## config.mk

```make
export PLATFORM = sky130hd
export DESIGN_NAME = assign_stim_gen
export DESIGN_NICKNAME = d
export VERILOG_FILES = /design/src/rtl/assign_stim_gen.sv
export SDC_FILE = /design/constraint.sdc
export NUM_CORES = 1
export LEC_CHECK = 0
export ABC_AREA = 1
export CAP_MARGIN = 5
export CORE_MARGIN = 4
export CORE_UTILIZATION = 56
export CTS_CLUSTER_SIZE = 30
export DETAILED_ROUTE_END_ITERATION = 10
export HOLD_SLACK_MARGIN = 0.08
export PLACE_DENSITY = 0.84
export SYNTH_ARGS = -nofsm -noshare
export SYNTH_HDL_FRONTEND = slang
export SYNTH_SLANG_ARGS = --single-unit
```

## constraint.sdc

```tcl
create_clock -name clock -period 3.3 [get_ports clock]
set_clock_uncertainty 0.15 [all_clocks]
set_input_delay 0.495 -clock clock [delete_from_list [all_inputs] [get_ports clock]]
set_output_delay 0.495 -clock clock [all_outputs]
set_load 0.02 [all_outputs]
```

## src/rtl/assign_stim_gen.sv

```systemverilog
// Clocked exhaustive sweep of the operand set (a,b,c,d) for the
// continuous-assign operator block: hold, strobe, one tail vector, done.
module assign_stim_gen #(
  parameter int D_WIDTH     = 3,
  parameter int HOLD_CYCLES = 5,
  parameter int VEC_W       = D_WIDTH + 4
) (
  input  logic               clock,
  input  logic               reset,
  input  logic               start,
  input  logic               pause,
  output logic               a,
  output logic               b,
  output logic               c,
  output logic [D_WIDTH-1:0] d,
  output logic               valid,
  output logic               strobe,
  output logic               last,
  output logic               done,
  output logic [VEC_W-1:0]   vec_count
);

  localparam int N_W = D_WIDTH + 3;
  localparam int CW  = (HOLD_CYCLES > 1) ? $clog2(HOLD_CYCLES) : 1;
  localparam logic [CW-1:0]    H_LAST = CW'(HOLD_CYCLES - 1);
  localparam logic [VEC_W-1:0] V_LAST = VEC_W'(2 ** N_W - 1);
  localparam logic             H_ONE  = (HOLD_CYCLES == 1);

  if (HOLD_CYCLES < 1) begin : g_bad_hold
    $error("assign_stim_gen: HOLD_CYCLES must be >= 1");
  end
  if (VEC_W < N_W + 1) begin : g_bad_vecw
    $error("assign_stim_gen: VEC_W too narrow for the tail index");
  end

  typedef enum logic [1:0] {
    S_IDLE,
    S_RUN,
    S_TAIL,
    S_DONE
  } state_t;

  state_t             r_state, w_state;
  logic [N_W-1:0]     r_vec, w_vec;
  logic [CW-1:0]      r_cnt, w_cnt;
  logic [VEC_W-1:0]   r_vc, w_vc;
  logic               r_seen, w_seen;
  logic               r_valid, w_valid;
  logic               r_strobe, w_strobe;
  logic               r_last, w_last;
  logic               r_done, w_done;
  logic               w_hold_end;

  // r_seen marks that this vector's strobe has been shown, so a pause
  // landing on the strobe cycle never repeats or skips it
  assign w_hold_end = (r_cnt == H_LAST) && r_seen;

  always_ff @(posedge clock or posedge reset) begin
    if (reset) begin
      r_state  <= S_IDLE;
      r_vec    <= '0;
      r_cnt    <= '0;
      r_vc     <= '0;
      r_seen   <= 1'b0;
      r_valid  <= 1'b0;
      r_strobe <= 1'b0;
      r_last   <= 1'b0;
      r_done   <= 1'b0;
    end else begin
      r_state  <= w_state;
      r_vec    <= w_vec;
      r_cnt    <= w_cnt;
      r_vc     <= w_vc;
      r_seen   <= w_seen;
      r_valid  <= w_valid;
      r_strobe <= w_strobe;
      r_last   <= w_last;
      r_done   <= w_done;
    end
  end

  always_comb begin
    w_state  = r_state;
    w_vec    = r_vec;
    w_cnt    = r_cnt;
    w_vc     = r_vc;
    w_seen   = r_seen;
    w_valid  = r_valid;
    w_strobe = 1'b0;
    w_last   = r_last;
    w_done   = r_done;
    unique case (r_state)
      S_IDLE, S_DONE: begin
        if (start) begin
          w_state  = S_RUN;
          w_vec    = '0;
          w_cnt    = '0;
          w_vc     = '0;
          w_valid  = 1'b1;
          w_last   = 1'b0;
          w_done   = 1'b0;
          w_strobe = H_ONE && !pause;
          w_seen   = H_ONE && !pause;
        end
      end
      S_RUN, S_TAIL: begin
        if (!pause) begin
          if (w_hold_end) begin
            w_cnt    = '0;
            w_strobe = H_ONE;
            w_seen   = H_ONE;
            if (r_state == S_TAIL) begin
              w_state  = S_DONE;
              w_valid  = 1'b0;
              w_last   = 1'b0;
              w_done   = 1'b1;
              w_strobe = 1'b0;
              w_seen   = 1'b0;
            end else if (r_vc == V_LAST) begin
              w_state = S_TAIL;
              w_vec   = {2'b00, r_vec[N_W-3:0]};
              w_last  = 1'b1;
              w_vc    = r_vc + 1'b1;
            end else begin
              w_vec = r_vec + 1'b1;
              w_vc  = r_vc + 1'b1;
            end
          end else if (r_cnt == H_LAST) begin
            w_strobe = 1'b1;
            w_seen   = 1'b1;
          end else begin
            w_cnt    = r_cnt + 1'b1;
            w_strobe = (w_cnt == H_LAST);
            w_seen   = (w_cnt == H_LAST);
          end
        end
      end
      default: w_state = S_IDLE;
    endcase
  end

  assign a         = r_vec[N_W-1];
  assign b         = r_vec[N_W-2];
  assign c         = r_vec[N_W-3];
  assign d         = r_vec[D_WIDTH-1:0];
  assign valid     = r_valid;
  assign strobe    = r_strobe;
  assign last      = r_last;
  assign done      = r_done;
  assign vec_count = r_vc;

endmodule

```

==> reports/results.ini <==
[status]
status=completed

[yosys]
synth_top_area_share_pct=43.60
synth.mux.area_fraction_pct=0
ys_types=28
async_flop_share_pct=100.0
synth-main-ff-cell=dfrtp_1
synth_top_family_by_area=simple AND/OR/NAND/NOR gates
synthAdderAreaFrac_pct=7.583
syn_area_sq_um=1320
yosys_warnings=0
synth_area_leader_cell=dfrtp_1
synth_xor_area_share_pct=1.991
synthCells=157
synth-simple-area-share_pct=28.44
synth_fp_nets=169
synth-edff-count=0
synth_area_per_cell_sq_um=8.408
synth-seq-cells=23
yosysSeqAreaShare_pct=43.60
synth_compound_area_share_pct=10.52
synth.area.top_cells=dfrtp_1 (44%), nand2_1 (12%), ha_1 (7.6%)

[hold_path]
hold_path_class=register to register
min_from=last$_DFFE_PP0P_
min_to=last$_DFFE_PP0P_
worstHoldPathCells=2

[worst_setup_path]
arrival_ns=1.44
start_kind=register
path_max_fanout=6
reg2reg_from=r_state[0]$_DFFE_PP0P_
path_delay_family=buffers and inverters
worstRegToRegCells=10
crit_buf_inv=1
cp.required_ns=2.65
path_depth=1
r2r_slack_ns=1.22
crit_path_end_kind=output port
cp_cell_sequence=clkdlybuf4s50_1
cp_slowest_cell=clkdlybuf4s50_1
max_stage_delay_ns=0.64
r2r_end=vec_count[6]$_DFFE_PP0P_
path_class=register to output port

[flow_run]
cap_violations=0

[sta]
period_needed_ns=2.081
worstMarginPinSlew_ns=0.8505
rsz0062_at_grt=no
finalSetupViolations=0
setup-tns-final_ns=0
max_freq_ghz=0.4806
slew_headroom_pct=43.24
holdWs_ns=0.3495
slew_violations=0
hold_viol=0
finalCritPeriodShare_pct=63.05
layout_setup_ws_ns=1.219

[detailed_routing]
wl_per_cell_um=12.26
ant_nets=0
num_vias=1098
drtIter0Drc=33
drc_errors=0
vias_per_cell=5.279
dr.pass1.iters=4
routed_wl_um=2551

[cts]
cts_tree=yes
h-tree-depth=1
clkTransAtPathRegs_ns=0.12
cts_buffer_depth=2
cts_sinks=23
ctsHoldBuffers=0
cts_buffers=3
post_cts_buffers=0
cts_resized=0
cts_root_buffer=clkbuf_4
clkLatencyLatePin_ns=0.31

[power_and_ir_drop]
power.switching_mw=0.6870
p_comb_share_pct=58.2
vdd_ir_drop_max_mv=0.6187
leakagePower_nw=0.7601
swShare_pct=49.54
p_int_mw=0.6998
seqPwrFrac_pct=32.5
p_clk_share_pct=9.4
p_total_mw=1.387
power.density_nw_per_um2=884.6

[floorplan]
die-area_sq_um=3198
start_util_pct=59.10
die_x_um=56.55
dieHeight_um=56.55
rows=17
core_area_sq_um=2233
pin_count=21

[grt]
antenna_found_initial=0
grt_max_degree=24
grt_pass1_wl_um=4560
grt_use_total_pct=18.09
grt_overflow=0
first_global_vias=1096

[finish]
fin_nets=193
n_antenna_cell=0
area_growth_pct=18.77
drive_above_1_share_pct=11.67
final_core_util_pct=70.20
fillers=176

[place]
io_buffers=20
dp_slack_ns=1.258
dp_hpwl_um=1958
place.gp.congestion=0.7867

[how the worst max path moves through the flow]
| stage | start | to | slack [ns] |
|---|---|---|---|
| floorplan | r_state[0]$_DFFE_PP0P_ | vec_count[4]$_DFFE_PP0P_ | 1.46 |
| CTS | vec_count[3]$_DFFE_PP0P_ | vec_count[3] | 1.20 |
| finish | vec_count[3]$_DFFE_PP0P_ | vec_count[3] | 1.22 |
| global route | r_state[0]$_DFFE_PP0P_ | vec_count[1]$_DFFE_PP0P_ | 1.04 |
| global placement | start | r_vec[0]$_DFFE_PP0P_ | 1.30 |
| detailed placement | pause | vec_count[1]$_DFFE_PP0P_ | 1.26 |
[tightest hold or removal path, stage by stage (launching register included)]
cell	delay [ns]
dfrtp_1	0.37
nand2_1	0.05
nand2_1	0.05
[state kept, by name, summed over array words and instances, names as in the netlist]
register,count
r_vec,6
last,1
strobe,1
vec_count,7
done,1
valid,1
r_seen,1
r_state,2
r_cnt,3
[layout by cell type (no fill, tap or decap), types with 2 or more instances in the layout]
cell             Yosys  final
ha_1                 8      8
nor2_2               4      4
nand3_1             14     14
dfrtp_1             23     23
clkdlybuf4s50_1      0     20
o21ai_2              2      2
o21ai_1              6      6
clkbuf_4             0      3
a21oi_2              3      3
xnor2_1              2      2
nand2_2              3      3
nand2_1             41     41
nor2_1               7      7
inv_1               20     20
nand4_1              3      3
o21ai_0              7      7
[layer usage]
metal	global-route usage, %	part of all wire, %	up-vias	wire [um]
li1	-	-	549	-
met1	21.11	42	509	1081
met2	30.69	49	32	1251
met3	2.989	5.5	8	141
met4	10.85	3.0	0	76
met5	0	0	-	0
[power by group through the flow]
stage / clock network [mW] / logic [mW] / registers, mW
final: 0.130 / 0.806 / 0.450
after global routing: 0.151 / 0.897 / 0.463
after CTS: 0.138 / 0.813 / 0.449
after detailed placement: 0 / 0.806 / 0.453
after global placement: 0 / 0.779 / 0.444
after floorplan: 0 / 0.543 / 0.502
[through the flow]
stage	instance area [sq um]	std cells
finish	1568	208
global route	1568	208
CTS	1568	208
detailed placement	1540	204
global placement	1540	204
floorplan	1320	157
[cell families (layout without fill, tap and decap cells)]
family	after synthesis	after routing
AO/OA/AOI/OAI	22	22
XOR/XNOR	3	3
adder cells (fa/ha/maj)	8	8
buffers and inverters	24	47
flip-flops	23	23
AND/OR/NAND/NOR	77	77
[cell usage after synthesis (all sizes together), types with 2 or more instances]
library cell and count:
nand2 44, dfrtp 23, inv 22, nand3 16, o21ai 15, nor2 12
ha 8, a21oi 3, nand4 3, xnor2 2
[layout make-up]
type / instances / area (sq um) / area share (%)
repair buffers: 20 / 200.2 / 12.77
flip-flops and latches: 23 / 575.6 / 36.71
clock buffers: 3 / 22.52 / 1.437
clock inverters: 1 / 5.005 / 0.3192
well taps: 28 / 35.03 / 2.235
multi-input cells: 110 / 640.6 / 40.86
inverters: 23 / 88.84 / 5.666
Power figures use the tool's default switching activity.
